**src/rtl/cp_inserter.sv**
```systemverilog
// Cyclic-prefix inserter: ping-pong buffers IFFT frames and replays each one
// as its last CP_LEN samples followed by the full frame.
//
// state   | meaning
// S_IDLE  | no frame in playout, waiting for buffer rd_sel to fill
// S_CP    | fetching prefix samples buffer[FFT_LEN-CP_LEN .. FFT_LEN-1]
// S_BODY  | fetching body samples buffer[0 .. FFT_LEN-1]
// S_DRAIN | last body sample on the output, waiting for it to be accepted
module cp_inserter #(
   parameter int FFT_LEN = 16,
   parameter int CP_LEN  = 4,
   parameter int DW      = 32
) (
   input  logic          aclk,
   input  logic          reset,
   input  logic [DW-1:0] s_data_in,
   input  logic          s_dvalid,
   input  logic          s_dlast,
   output logic          s_dready,
   output logic [DW-1:0] m_data_out,
   output logic          m_dvalid,
   output logic          m_dlast,
   input  logic          m_dready,
   output logic          frame_err
);

   localparam int AW = $clog2(FFT_LEN);
   localparam logic [AW-1:0] START = AW'(FFT_LEN - CP_LEN);
   localparam logic [AW-1:0] LAST  = AW'(FFT_LEN - 1);

   typedef enum logic [1:0] {S_IDLE, S_CP, S_BODY, S_DRAIN} rd_state_t;

   logic [DW-1:0] mem [2][FFT_LEN];
   logic [1:0]    full, full_n;
   logic          wr_sel, wr_sel_n;
   logic [AW-1:0] wr_ptr, wr_ptr_n;
   logic          err_n;
   logic          s_acc;
   logic          rel;
   logic          adv;

   rd_state_t     state;
   logic          rd_sel;
   logic [AW-1:0] rd_ptr;

   assign s_acc = s_dvalid && s_dready;
   assign rel   = (state == S_DRAIN) && m_dready;
   assign adv   = !m_dvalid || m_dready;

   // Read-side release and write-side completion always touch different
   // buffers, so both updates can land in the same cycle.
   always_comb begin
      full_n   = full;
      wr_sel_n = wr_sel;
      wr_ptr_n = wr_ptr;
      err_n    = 1'b0;
      if (rel) full_n[rd_sel] = 1'b0;
      if (s_acc) begin
         if (wr_ptr == LAST) begin
            full_n[wr_sel] = 1'b1;
            wr_sel_n       = ~wr_sel;
            wr_ptr_n       = '0;
            err_n          = !s_dlast;
         end else if (s_dlast) begin
            wr_ptr_n = '0;
            err_n    = 1'b1;
         end else begin
            wr_ptr_n = wr_ptr + 1'b1;
         end
      end
   end

   always_ff @(posedge aclk) begin
      if (reset) begin
         full      <= '0;
         wr_sel    <= 1'b0;
         wr_ptr    <= '0;
         s_dready  <= 1'b0;
         frame_err <= 1'b0;
      end else begin
         full      <= full_n;
         wr_sel    <= wr_sel_n;
         wr_ptr    <= wr_ptr_n;
         s_dready  <= !full_n[wr_sel_n];
         frame_err <= err_n;
      end
   end

   always_ff @(posedge aclk) begin
      if (s_acc) mem[wr_sel][wr_ptr] <= s_data_in;
   end

   always_ff @(posedge aclk) begin
      if (reset) begin
         state      <= S_IDLE;
         rd_sel     <= 1'b0;
         rd_ptr     <= '0;
         m_data_out <= '0;
         m_dvalid   <= 1'b0;
         m_dlast    <= 1'b0;
      end else begin
         case (state)
            S_IDLE: begin
               if (full[rd_sel]) begin
                  rd_ptr <= START;
                  state  <= (CP_LEN == 0) ? S_BODY : S_CP;
               end
            end
            S_CP: begin
               if (adv) begin
                  m_data_out <= mem[rd_sel][rd_ptr];
                  m_dvalid   <= 1'b1;
                  m_dlast    <= 1'b0;
                  rd_ptr     <= rd_ptr + 1'b1;
                  if (rd_ptr == LAST) state <= S_BODY;
               end
            end
            S_BODY: begin
               if (adv) begin
                  m_data_out <= mem[rd_sel][rd_ptr];
                  m_dvalid   <= 1'b1;
                  m_dlast    <= (rd_ptr == LAST);
                  rd_ptr     <= rd_ptr + 1'b1;
                  if (rd_ptr == LAST) state <= S_DRAIN;
               end
            end
            S_DRAIN: begin
               if (m_dready) begin
                  rd_sel  <= ~rd_sel;
                  m_dlast <= 1'b0;
                  // Start the next symbol on the same edge so back-to-back
                  // symbols stream without a bubble.
                  if (full[~rd_sel]) begin
                     m_data_out <= mem[~rd_sel][START];
                     m_dvalid   <= 1'b1;
                     rd_ptr     <= START + 1'b1;
                     state      <= (CP_LEN <= 1) ? S_BODY : S_CP;
                  end else begin
                     m_dvalid <= 1'b0;
                     state    <= S_IDLE;
                  end
               end
            end
            default: state <= S_IDLE;
         endcase
      end
   end

endmodule

```
**config.mk**
```make
export PLATFORM = sky130hd
export DESIGN_NAME = cp_inserter
export DESIGN_NICKNAME = d
export VERILOG_FILES = /design/src/rtl/cp_inserter.sv
export SDC_FILE = /design/constraint.sdc
export NUM_CORES = 1
export LEC_CHECK = 0
export ABC_AREA = 1
export BUFFER_PORTS_ARGS = -buffer_cell sky130_fd_sc_hd__clkbuf_2
export CAP_MARGIN = 20
export CORE_ASPECT_RATIO = 1.5
export CORE_MARGIN = 3
export CORE_UTILIZATION = 50
export CTS_CLUSTER_DIAMETER = 50
export DETAILED_ROUTE_END_ITERATION = 6
export PLACE_DENSITY_LB_ADDON = 0.1
export SYNTH_ARGS = -nofsm -noshare
export SYNTH_HDL_FRONTEND = slang
export SYNTH_SLANG_ARGS = --single-unit
```
**constraint.sdc**
```tcl
create_clock -name aclk -period 4.4 [get_ports aclk]
set_input_delay 0.44 -clock aclk [delete_from_list [all_inputs] [get_ports aclk]]
set_output_delay 0.44 -clock aclk [all_outputs]
set_load 0.005 [all_outputs]
```
Yosys cells after proc, flatten, opt, wreduce, memory -nomap -nowiden --
Memory sizes are Yosys's and may differ from the RTL's. A register that Yosys moved wholly into a read port is not among the register bits. Index checks and enable logic that the tools add are counted.
Word-level totals: bits in registers 50, memory bits (writable) 1024, input port bits 37, output and inout port bits 36, memories kept 1
Cells by class: $add $sub $neg 2, order comparisons 9, equality and inequality tests 13, multiplexer cells 53, bitwise gates (word level) 8, reductions and logical operators 20
Memory list:
- mem | words 2, width 512, read ports 2, clocked after Yosys merged registers in 1, write ports 1, line 33 | logic [DW-1:0] mem [2][FFT_LEN];
Operators by type and width (count):
- $mux W512 | 1
- $mux W32 | 6
- $bmux W32 S4 | 1
- $demux W32 S4 | 1
- $pmux W32 S2 | 1
- $mux W4 | 6
- $mux W1 | 22
- $mux W2 | 9
- $ne A2 B2 Y1 const B | 6
- $pmux W4 S3 | 1
- $reduce_and A4 Y1 | 3
- $ge A5 B5 Y1 const B | 2
- $not A4 Y5 | 2
- $add A4 B1 Y4 const B | 2
- $eq A4 B4 Y1 const B | 2
- $lt A1 B2 Y1 const B | 4
- $pmux W2 S4 | 1
- $reduce_and A6 Y1 | 1
- $logic_and A1 B1 Y1 | 5
- $lt A5 B1 Y1 const B | 1
- $eq A2 B2 Y1 const B | 2
- $ne A2 B1 Y1 const B | 2
- $reduce_or A2 Y1 | 2
- $logic_not A1 Y1 | 3
- other kinds (15) | 19

Longest topological paths before layout --
depth in word-level cells 13, gate-level depth with buffers 12, gate-level depth less buffers 10

Least setup slack after synthesis --
OpenSTA, ideal clock, no wires.
path type reg-to-reg, start point register wr_sel, end point memory mem[1][256] (netlist name), enable pin, setup time 0.461 ns, arrival time 3.243 ns, path slack 0.696 ns, cell stages (with the launch flop) 5, buffers on the path 2, period minus slack after synthesis 3.704 ns, cell sequence dfxtp_1 -> clkbuf_1 -> clkinv_1 -> clkbuf_1 -> nor3_1
RTL lines:
- start: declaration | line 35 | logic wr_sel, wr_sel_n;
- start signal: assignment | line 82 | wr_sel <= wr_sel_n;
- end: declaration | line 33
No word-level cell before the write port.

Worst setup path in the final report --
start point register wr_sel, end point memory mem[1][271] (netlist name), enable pin
No word-level cell before the write port.

==> impl_results.md <==
* Hold_ws at 66.7 ps
* Antenna violations before repair at 3
* WP data required at 4740 ps
* Post-CTS Resized at 0
* Top cells by area, synth: edfxtp_1 (69%), nand2_1 (13%), nand3_1 (8.2%), dfxtp_1 (2.3%), buf_6 (1.3%)
* CP arrival at 3200 ps
* Hold Buf Count CTS at 0
* Synth Area in Adders at 0.00253
* Worst slew pin tran at 1100 ps
* Critical Path Start Type: register
* Pwr dens at 499 nW/um^2
* Buffers & Inverters on Critical Path at 3
* Fmax at 350 MHz
* Cell breakdown of the critical path: clkinv_1 > buf_4 > nor3_2 > buf_4
* Placed cell area at 45,800 um^2
* DR pass1 iterations at 6
* Post-CTS setup buffers at 0
* Area grow syn2layout at 10.8%
* Critical Path Most Common Cell: buf_4
* Post-synthesis mux area share at 0
* Worst Skew at 21.8 ps
* Die Wd at ~250 um
* ANT nets after route at 0
* Ports at 73
* Routed vias at 29,400
* Max-Cap Viols at 0
* Min-Delay Path Class: primary input to register
* TritonCTS clock tree: done
* TNS Setup at 0 ps
* Power, Total at 24.6 mW
* Syn Inst Count at 3,943
* Die height at 371 um
* Wire per inst at 24.1 um
* Final min period at 2860 ps
* Gp weighted congestion at 0.842
* Vias in the first global route at 27,800
* Total congestion overflow at 0
* Synthesized area at between 40,000 and 50,000 um^2
* Max-slew violations at 0
* Crit-path max cell delay at 1050 ps
* Critical Path Fanout Max at 17
* Ys async rst share at 0
* Global-route wire length before repair at 185,000 um
* Leakage at ~18 nW
* Row cnt at 133
* Pre-CTS WS at 1570 ps
* CP Capture Type: register
* Fillers at 7,443
* Synth Area per Inst at 11.3 um^2
* Cell variety after synth at 32
* Initial DRC count at 2,832
* IO buf count at 72
* Cts bufs inserted at 99
* Initial Utilization at 0.506
* Area share of the largest cell type after synthesis at 0.692
* Largest net degree at the start of global routing at 214
* Final hold violation count at 0
* Global Route Usage Sum at 0.270
* Synth top cells by count: nand2_1 (1,557), edfxtp_1 (1,024), nand3_1 (732)
* Synth Flop Type: edfxtp_1
* Clk_lat worst skew at roughly 690 ps
* Nets at roughly 4,000
* # diodes at 0
* Number of synthesized register bits at 1,075
* Remaining DRCs at 0
* Top cell type by total area after synthesis: edfxtp_1
* Xor and xnor area share after synthesis at 0.000197
* Final setup fails at 0
* Rel. slew slack at 0.265
* Post-DP HPWL at 69,300 um
* Max Root-Sink Buffers at 3
* Setup ws final at 1540 ps
* Final Cycle Share at 0.650
* Slowest CP cell: dfxtp_1
* Post-synthesis compound-gate area fraction at 0.0173
* Crit-path leading delay family: flip-flops
* Fraction of the yosys area taken by sequential cells at 0.714
* Die area at 92,600 um^2
* Most frequent cell after synthesis: nand2_1
* Final instance area at 49,300 um^2
* Core area at 87,900 um^2
* Yosys Warn Count at 0
* Unrepaired setup endpoints after global routing: false
* Kind of critical path: register to register
* Via/cell ratio at 5.67
* Post-Route WL at 125,000 um
* H-tree Lvls at 3
* Clock root buffer master: clkbuf_16
* Share of cells above drive strength 1 at 0.0914
* Largest family of logic cells by synthesized area: simple AND/OR/NAND/NOR gates
* Clock transition at path regs at around 60 ps
* Post-synthesis simple-gate area fraction at 0.227
* EDFF count, synth at between 1,000 and 1,500
* Status: completed
* Peak VDD IR at 0.321 mV
* Net Count, Synth at 3,989
* Clock sink count at around 1,100
==> state kept, by name (all words and copies together) (netlist names), 2 cells and up, named ones only <==
register	flops
m_data_out	32
full	2
wr_ptr	4
rd_ptr	4
mem	1024
state	2
==> cells by family after synthesis <==
kind of cell             after synthesis
flip-flops                          1075
AO/OA/AOI/OAI                        145
adder cells (fa/ha/maj)                9
buffers and inverters                279
AND/OR/NAND/NOR                     2434
XOR/XNOR                               1
==> metrics by stage <==
stage | util | instances
2_1_floorplan | - | 3943
3_3_place_gp | 0.521 | 5004
3_5_place_dp | 0.521 | 5004
4_1_cts | 0.561 | 5185
5_1_grt | 0.561 | 5185
6_report | 0.561 | 5185
==> where the power goes <==
part / internal, mW / switching, mW / total [mW]
Sequential: 11.3 / 0.261 / 11.6
Combinational: 1.05 / 2.75 / 3.80
Clock: 5.41 / 3.77 / 9.19
==> layer usage <==
layer	GRT usage	vias up	part of all wire
li1	-	13700	-
met1	0.349	14500	0.40
met2	0.466	1016	0.51
met3	0.0355	235	0.060
met4	0.103	0	0.036
met5	0	-	0
==> area by class of cell <==
cell class,instances,area (um^2),area share
well taps,1147,1440,0.0291
clock inverters,55,768,0.0156
clock buffers,126,2700,0.0549
flip-flops and latches,1075,31800,0.645
inverters,33,155,0.00315
repair buffers,160,1230,0.0250
multi-input cells,2589,11200,0.227
==> final timing paths <==
| kind | endpoint | startpoint | slack (ps) | cells after the start |
|---|---|---|---|---|
| min reg2reg | m_dlast | m_dlast | 490 | 2 |
| min | frame_err | s_dlast | 70 | 2 |
| max | mem[1][271] | wr_sel | 1540 | 4 |
| max reg2reg | mem[1][271] | wr_sel | 1540 | 4 |
==> worst register-to-register path: stages, from the launching register on <==
cell      delay (ps)
dfxtp_1         1050
clkinv_1         170
buf_4            290
nor3_2           560
buf_4            440
==> layout by cell type (no fill, tap or decap), drive strengths merged <==
cell,n
nor3,23
o21ai,76
inv,35
nand3,733
a31oi,3
o22ai,1
clkinvlp,3
clkinv,32
nand4,1
ha,9
nor2,117
clkbuf,198
a21oi,61
edfxtp,1024
xor2,1
or2,1
nand2,1558
bufinv,18
buf,88
nor4,1
o21a,1
a211oi,3
dfxtp,51
Note: power is estimated with default switching activity, not from simulation.
